--- src/rtl/letter_board_pkg.sv ---
// Shared constants and enums for the letter board: blank glyph code, keystroke kinds and FSM states.
package letter_board_pkg;

    localparam logic [4:0] BLANK = 5'd26;

    typedef enum logic [1:0] {
        LETTER    = 2'd0,
        BACKSPACE = 2'd1,
        ENTER     = 2'd2
    } key_type_e;

    typedef enum logic [1:0] {
        TYPING = 2'd0,
        COMMIT = 2'd1,
        FULL   = 2'd2
    } state_e;

    // Left/top pixel of cell idx along one axis, truncated to the 11-bit raster width.
    function automatic logic [10:0] cell_origin(input int base, input int idx,
                                                input int size, input int gap);
        return 11'(base + idx * (size + gap));
    endfunction

endpackage

--- src/rtl/letter_board_cell_locator.sv ---
// Maps a raster position to a grid cell by compare chains; the cell index is combinational,
// the delayed raster position and the cell origin are registered.
module cell_locator
    import letter_board_pkg::*;
#(
    parameter int ROWS     = 6,
    parameter int COLS     = 5,
    parameter int CELL_W   = 38,
    parameter int CELL_H   = 45,
    parameter int GAP      = 4,
    parameter int ORIGIN_X = 100,
    parameter int ORIGIN_Y = 50
) (
    input  logic        clk_in,
    input  logic        rst_in,
    input  logic [10:0] hcount_in,
    input  logic [9:0]  vcount_in,
    output logic        cell_hit_out,
    output logic [2:0]  cell_row_out,
    output logic [3:0]  cell_col_out,
    output logic [10:0] hcount_out,
    output logic [9:0]  vcount_out,
    output logic [10:0] sprite_x_out,
    output logic [9:0]  sprite_y_out
);

    logic        col_hit;
    logic        row_hit;
    logic [10:0] x_org;
    logic [9:0]  y_org;
    logic [10:0] hcount_q;
    logic [9:0]  vcount_q;
    logic [10:0] sprite_x_q;
    logic [9:0]  sprite_y_q;
    logic [10:0] sprite_x_d;
    logic [9:0]  sprite_y_d;

    always_comb begin
        col_hit      = 1'b0;
        cell_col_out = '0;
        x_org        = '0;
        for (int c = 0; c < COLS; c++) begin
            if (hcount_in >= cell_origin(ORIGIN_X, c, CELL_W, GAP) &&
                hcount_in <= 11'(cell_origin(ORIGIN_X, c, CELL_W, GAP) + 11'(CELL_W - 1))) begin
                col_hit      = 1'b1;
                cell_col_out = 4'(c);
                x_org        = cell_origin(ORIGIN_X, c, CELL_W, GAP);
            end
        end
    end

    // Vertical chain is evaluated at 11 bits then narrowed; the grid is known to fit in 768 lines.
    always_comb begin
        row_hit      = 1'b0;
        cell_row_out = '0;
        y_org        = '0;
        for (int r = 0; r < ROWS; r++) begin
            if ({1'b0, vcount_in} >= cell_origin(ORIGIN_Y, r, CELL_H, GAP) &&
                {1'b0, vcount_in} <= 11'(cell_origin(ORIGIN_Y, r, CELL_H, GAP) + 11'(CELL_H - 1))) begin
                row_hit      = 1'b1;
                cell_row_out = 3'(r);
                y_org        = 10'(cell_origin(ORIGIN_Y, r, CELL_H, GAP));
            end
        end
    end

    assign cell_hit_out = col_hit && row_hit;
    assign sprite_x_d   = cell_hit_out ? x_org : 11'd0;
    assign sprite_y_d   = cell_hit_out ? y_org : 10'd0;

    always_ff @(posedge clk_in) begin
        if (!rst_in) begin
            hcount_q   <= '0;
            vcount_q   <= '0;
            sprite_x_q <= '0;
            sprite_y_q <= '0;
        end else begin
            hcount_q   <= hcount_in;
            vcount_q   <= vcount_in;
            sprite_x_q <= sprite_x_d;
            sprite_y_q <= sprite_y_d;
        end
    end

    assign hcount_out   = hcount_q;
    assign vcount_out   = vcount_q;
    assign sprite_x_out = sprite_x_q;
    assign sprite_y_out = sprite_y_q;

endmodule

--- src/rtl/letter_board.sv ---
// Word-game letter board: keystroke FSM editing a ROWS x COLS grid of letter codes,
// with a one-cycle raster path that reports which glyph to draw at each pixel.
module letter_board
    import letter_board_pkg::*;
#(
    parameter int ROWS     = 6,
    parameter int COLS     = 5,
    parameter int CELL_W   = 38,
    parameter int CELL_H   = 45,
    parameter int GAP      = 4,
    parameter int ORIGIN_X = 100,
    parameter int ORIGIN_Y = 50
) (
    input  logic              pixel_clk_in,
    input  logic              rst_in,
    input  logic              key_valid_in,
    output logic              key_ready_out,
    input  logic [1:0]        key_type_in,
    input  logic [4:0]        key_letter_in,
    input  logic [10:0]       hcount_in,
    input  logic [9:0]        vcount_in,
    output logic [10:0]       hcount_out,
    output logic [9:0]        vcount_out,
    output logic [10:0]       sprite_x_out,
    output logic [9:0]        sprite_y_out,
    output logic [4:0]        letter_out,
    output logic              word_valid_out,
    output logic [5*COLS-1:0] word_out,
    output logic [2:0]        row_out,
    output logic              board_full_out,
    output logic [1:0]        state_out
);

    localparam logic [3:0] COLS_L   = 4'(COLS);
    localparam logic [2:0] LAST_ROW = 3'(ROWS - 1);

    state_e            state_q, state_d;
    logic [2:0]        row_q, row_d;
    logic [3:0]        col_q, col_d;
    logic [4:0]        grid_q [ROWS][COLS];
    logic [4:0]        grid_d [ROWS][COLS];
    logic [5*COLS-1:0] word_q, word_d;
    logic [4:0]        letter_q, letter_d;
    logic              key_accept;

    logic              loc_hit;
    logic [2:0]        loc_row;
    logic [3:0]        loc_col;

    // Handshake: a keystroke is consumed on a clock edge where key_valid_in and key_ready_out
    // are both high; ready is only offered in TYPING and never while reset is held.
    // Gating the pulse with rst_in also cancels a COMMIT that is interrupted by reset.
    assign key_ready_out  = rst_in && (state_q == TYPING);
    assign word_valid_out = rst_in && (state_q == COMMIT);
    assign board_full_out = (state_q == FULL);
    assign key_accept     = key_valid_in && key_ready_out;

    always_comb begin
        state_d = state_q;
        row_d   = row_q;
        col_d   = col_q;
        grid_d  = grid_q;
        word_d  = word_q;
        case (state_q)
            TYPING: begin
                if (key_accept) begin
                    case (key_type_in)
                        LETTER: begin
                            if (col_q < COLS_L) begin
                                for (int r = 0; r < ROWS; r++)
                                    for (int c = 0; c < COLS; c++)
                                        if (3'(r) == row_q && 4'(c) == col_q)
                                            grid_d[r][c] = key_letter_in;
                                col_d = col_q + 4'd1;
                            end
                        end
                        BACKSPACE: begin
                            if (col_q != 4'd0) begin
                                col_d = col_q - 4'd1;
                                for (int r = 0; r < ROWS; r++)
                                    for (int c = 0; c < COLS; c++)
                                        if (3'(r) == row_q && 4'(c) == col_d)
                                            grid_d[r][c] = BLANK;
                            end
                        end
                        ENTER: begin
                            if (col_q == COLS_L) begin
                                for (int r = 0; r < ROWS; r++)
                                    if (3'(r) == row_q)
                                        for (int c = 0; c < COLS; c++)
                                            word_d[c*5 +: 5] = grid_q[r][c];
                                state_d = COMMIT;
                            end
                        end
                        default: ;
                    endcase
                end
            end
            COMMIT: begin
                if (row_q == LAST_ROW) begin
                    state_d = FULL;
                end else begin
                    row_d   = row_q + 3'd1;
                    col_d   = 4'd0;
                    state_d = TYPING;
                end
            end
            FULL:    state_d = FULL;
            default: state_d = TYPING;
        endcase
    end

    // Reads the pre-edge grid, so a cell written on this edge shows from the next one.
    always_comb begin
        letter_d = BLANK;
        for (int r = 0; r < ROWS; r++)
            for (int c = 0; c < COLS; c++)
                if (loc_hit && loc_row == 3'(r) && loc_col == 4'(c))
                    letter_d = grid_q[r][c];
    end

    always_ff @(posedge pixel_clk_in) begin
        if (!rst_in) begin
            state_q  <= TYPING;
            row_q    <= '0;
            col_q    <= '0;
            word_q   <= '0;
            letter_q <= BLANK;
            for (int r = 0; r < ROWS; r++)
                for (int c = 0; c < COLS; c++)
                    grid_q[r][c] <= BLANK;
        end else begin
            state_q  <= state_d;
            row_q    <= row_d;
            col_q    <= col_d;
            word_q   <= word_d;
            letter_q <= letter_d;
            for (int r = 0; r < ROWS; r++)
                for (int c = 0; c < COLS; c++)
                    grid_q[r][c] <= grid_d[r][c];
        end
    end

    cell_locator #(
        .ROWS     (ROWS),
        .COLS     (COLS),
        .CELL_W   (CELL_W),
        .CELL_H   (CELL_H),
        .GAP      (GAP),
        .ORIGIN_X (ORIGIN_X),
        .ORIGIN_Y (ORIGIN_Y)
    ) u_locator (
        .clk_in       (pixel_clk_in),
        .rst_in       (rst_in),
        .hcount_in    (hcount_in),
        .vcount_in    (vcount_in),
        .cell_hit_out (loc_hit),
        .cell_row_out (loc_row),
        .cell_col_out (loc_col),
        .hcount_out   (hcount_out),
        .vcount_out   (vcount_out),
        .sprite_x_out (sprite_x_out),
        .sprite_y_out (sprite_y_out)
    );

    assign letter_out = letter_q;
    assign word_out   = word_q;
    assign row_out    = row_q;
    assign state_out  = state_q;

endmodule

--- config.mk ---
export PLATFORM = sky130hd
export DESIGN_NAME = letter_board
export DESIGN_NICKNAME = d
export VERILOG_FILES = /design/src/rtl/letter_board_pkg.sv /design/src/rtl/letter_board_cell_locator.sv /design/src/rtl/letter_board.sv
export SDC_FILE = /design/constraint.sdc
export NUM_CORES = 1
export LEC_CHECK = 0
export BUFFER_PORTS_ARGS = -buffer_cell sky130_fd_sc_hd__buf_2
export CAP_MARGIN = 0
export CORE_ASPECT_RATIO = 0.5
export CORE_UTILIZATION = 45
export CTS_BUF_LIST = sky130_fd_sc_hd__clkbuf_16
export DETAILED_ROUTE_END_ITERATION = 8
export PLACE_DENSITY = 0.67
export SYNTH_ARGS = -nofsm -noshare
export SYNTH_HDL_FRONTEND = slang
export SYNTH_SLANG_ARGS = --single-unit
--- constraint.sdc ---
create_clock -name pixel_clk_in -period 4.3 [get_ports pixel_clk_in]
set_clock_uncertainty 0.15 [all_clocks]
set_input_delay 0 -clock pixel_clk_in [delete_from_list [all_inputs] [get_ports pixel_clk_in]]
set_output_delay 0 -clock pixel_clk_in [all_outputs]
set_load 0.02 [all_outputs]
==> run summary <==
The floorplan row count is 41, and the number of nets in the final layout is 1,653. After synthesis, the share of flip-flops with an asynchronous set or reset is 0%. For the total congestion overflow, the log shows 0.

The minimum clock period after layout was 3920 ps. The cell family contributing the most delay on the critical path is simple AND/OR/NAND/NOR gates. The run gives 0 as the number of design rule violations left after detail routing. The maximum vdd ir drop was 279 uV.

The logs give 11.3k for the number of global-route vias before repair and 1,970 for the final cell count without fillers. The critical path capture point type is a flip-flop. The number of port buffers came out at 105. In the synthesized netlist the dominant register cell turns out to be dfxtp_1. The critical path is of the reg2reg type.

The number of H-tree levels came out at 1. Among all stages on the critical path, the largest delay is contributed by dlygate4sd3_1. Averaged over all synthesized cells, the footprint is 7.80 um2.

After detailed routing, the average wire length per cell comes to 25.7 um. After the first detailed-routing iteration, the DRC count stood at 1,812. The run gives 0 as the max-capacitance violation count. Worst hold-check slack: 44.7 ps. Dividing the detail-routed via count by the number of cells gives 6.59.

The floorplan die width is 233 um. After synthesis, flip-flops and latches occupy 37.6% of the total area. The synthesized netlist contains 86 unique library cells. In this run, synthesis produced a sequential element count of 225.

Netlist area before placement: 12,000 um2. The number of synthesized flops with an enable pin was 0. For this design the static power due to leakage is 5.43 nW.

The final max-slew violation count came out at 0. Largest area contributor in the netlist: dfxtp_1. Kind of start point of the critical path: a flip-flop. The number of placed instances, taps included, is 1,900.

Counting every sink on the clock net gives 225. The area fraction of the dominant cell type after synthesis was 37.6%; the synthesis-to-finish area growth was 15.6%. The share of layout cells above drive strength 1 was 13.4%. The signal on the critical path passes through inv_1 > ha_1 > nand2_2 > a21oi_1 > or4_1 > dlygate4sd3_1 > a21oi_2 > nand2_1 > a2111oi_4 > buf_4 > mux2i_1 > nand2_1. The cell that appears most often on the critical path is nand2_1.

The logs give 1 for the initial antenna violation count and 0 for the number of nets still failing antenna checks after routing. The pin count of the biggest net entering global routing was 89. Static timing analysis puts the maximum clock frequency at 255 MHz.

The die is 117 um tall. Once placement finished, the instance area stood at 12,800 um2. Detailed placement finished with a half-perimeter wire length of 36,200 um. At the end of the flow the core is filled with cells to 53.9%.

Counting the buffers created by CTS gives 22. The final critical path takes up 91.1% of the cycle. The detailed router placed 13.0k vias in this run. The count of final hold-check violations was 0. The final setup violation count is 0, and the count of synthesis-stage warnings from yosys is 0. Total routed wirelength: 50,700 um. The path class of the tightest hold or removal check is in2reg. Setup slack on the critical path of the routed design comes to 385 ps. The congestion estimate from routability-driven global placement came to 1.09. Synthesis produced a netlist whose cell count is 1,533. The library cell used as clock root buffer is clkbuf_16. The logs give 3 for the worst-case clock buffer depth and 4560 ps for the required time of the worst setup path. The run gives 46.6% as the effective utilization at floorplan.

After synthesis, the most frequently instantiated cells are nand2_1, dfxtp_1, o22ai_1. For this run, the slowest stage of the critical path takes 590 ps. The cell area power density is 340 nW/um2, and the minimum setup slack after placement is 642 ps.

TritonCTS built the clock tree. The largest fanout on the critical path was 10. After clock tree synthesis, the clock-pin slew on the worst setup and hold paths is 80 ps.

Setup repair after global routing left no endpoint under its margin. Before antenna repair, the detailed router went through 8 iterations. The die area is 27,300 um2.

For the pin with the worst max-slew slack, the measured transition is 1210 ps. The cell area after layout is 13,800 um2. Headroom to the max-slew limit came out at 19.0%. Cell with the most instances after synthesis: nand2_1. In this run the standard cell core region covers 25,600 um2. In this run the count of I/O pins placed on the die edge is 111.

The run gives 0 ps as the accumulated negative setup slack. The run gives 36.4% as the total track usage. For the first-pass GRT wire length, the log shows 73,700 um. The flow ran to the end, and the final reports show no timing, DRC or antenna violations. Data arrives at the worst endpoint at 4180 ps. Clock network latency to the later pin of the worst-skew pair: 550 ps. In the post-synthesis netlist, the biggest area contributors are dfxtp_1, o22ai_1, nand2_1, and2_1, nor2_1.

The design draws 4.70 mW. The buffering stage count on the worst path with inverters included works out to 3.
timing repair:
item	in CTS	in global routing
endpoints found under the setup margin	0	5
hold endpoints to repair	78	0
setup buffers	0	1
resized for setup	0	1
hold buffers	29	0
final cells by class:
| type | count | area, um2 |
|---|---|---|
| diodes | 1 | 2.50 |
| clock buffers | 23 | 576 |
| clock inverters | 16 | 191 |
| fillers | 2457 | 11800 |
| inverters | 66 | 248 |
| multi-input cells | 1118 | 6700 |
| flip-flops and latches | 225 | 4500 |
| well taps | 344 | 430 |
| repair buffers | 177 | 1180 |
layout by cell type (no fill, tap or decap), types with 10 or more instances in the layout:
cell           count
nand2_1          255
clkbuf_16         23
nor2b_1           15
nor2_1           119
o211a_1           30
nor3_1            14
a211oi_1          34
and2_1            94
dfxtp_1          225
a311oi_1          28
mux2i_1           12
o221ai_1          10
ha_1              11
o311ai_0          26
inv_1             68
o22ai_1          155
a21oi_1           65
buf_2            104
a22oi_1           15
o21ai_0           59
buf_4             41
nand3_1           14
dlygate4sd3_1     29
metal layers:
layer	share of wire, %	vias up	track usage (%)
li1	-	5762	-
met1	45	6216	54.2
met2	39	904	49.9
met3	14	101	11.4
met4	2.4	0	8.76
met5	0	-	0
worst reg2reg max path, cell delays in order, from the launching register on:
cell           delay, ps
dfxtp_1              500
inv_1                130
ha_1                 330
nand2_2              210
a21oi_1              120
or4_1                480
dlygate4sd3_1        590
a21oi_2              260
nand2_1              230
a2111oi_4            300
buf_4                210
mux2i_1              190
nand2_1               70
cells by family after synthesis:
group / count (synthesis) / synth area share [%]
XOR/XNOR: 2 / 0.146
AO/OA/AOI/OAI: 528 / 31.5
multiplexers: 12 / 1.00
adder cells (fa/ha/maj): 12 / 1.25
other: 1 / 0.0313
flip-flops: 225 / 37.6
buffers and inverters: 194 / 6.65
AND/OR/NAND/NOR: 559 / 21.8
power by group:
part	switching [mW]	internal, mW
Clock	0.920	1.22
Combinational	0.286	0.130
Sequential	0.0314	2.12
Total	1.24	3.46
sequential cells by signal, indices dropped and copies added, names as in the netlist:
register / flops
word_out: 25
u_locator.hcount_out: 11
col_q: 4
u_locator.sprite_x_out: 8
u_locator.sprite_y_out: 7
letter_out: 5
row_out: 3
state_out: 2
grid_q: 150
u_locator.vcount_out: 10
final timing paths:
path / start / to / slack (ps) / cells after the start
min reg2reg: word_out[14] / word_out[14] / 350 / 1
max reg2reg: col_q[0] / grid_q[149] / 380 / 12
min: hcount_in[0] / u_locator.hcount_out[0] / 40 / 3
max: col_q[0] / grid_q[149] / 380 / 12
Power figures use the tool's default switching activity.
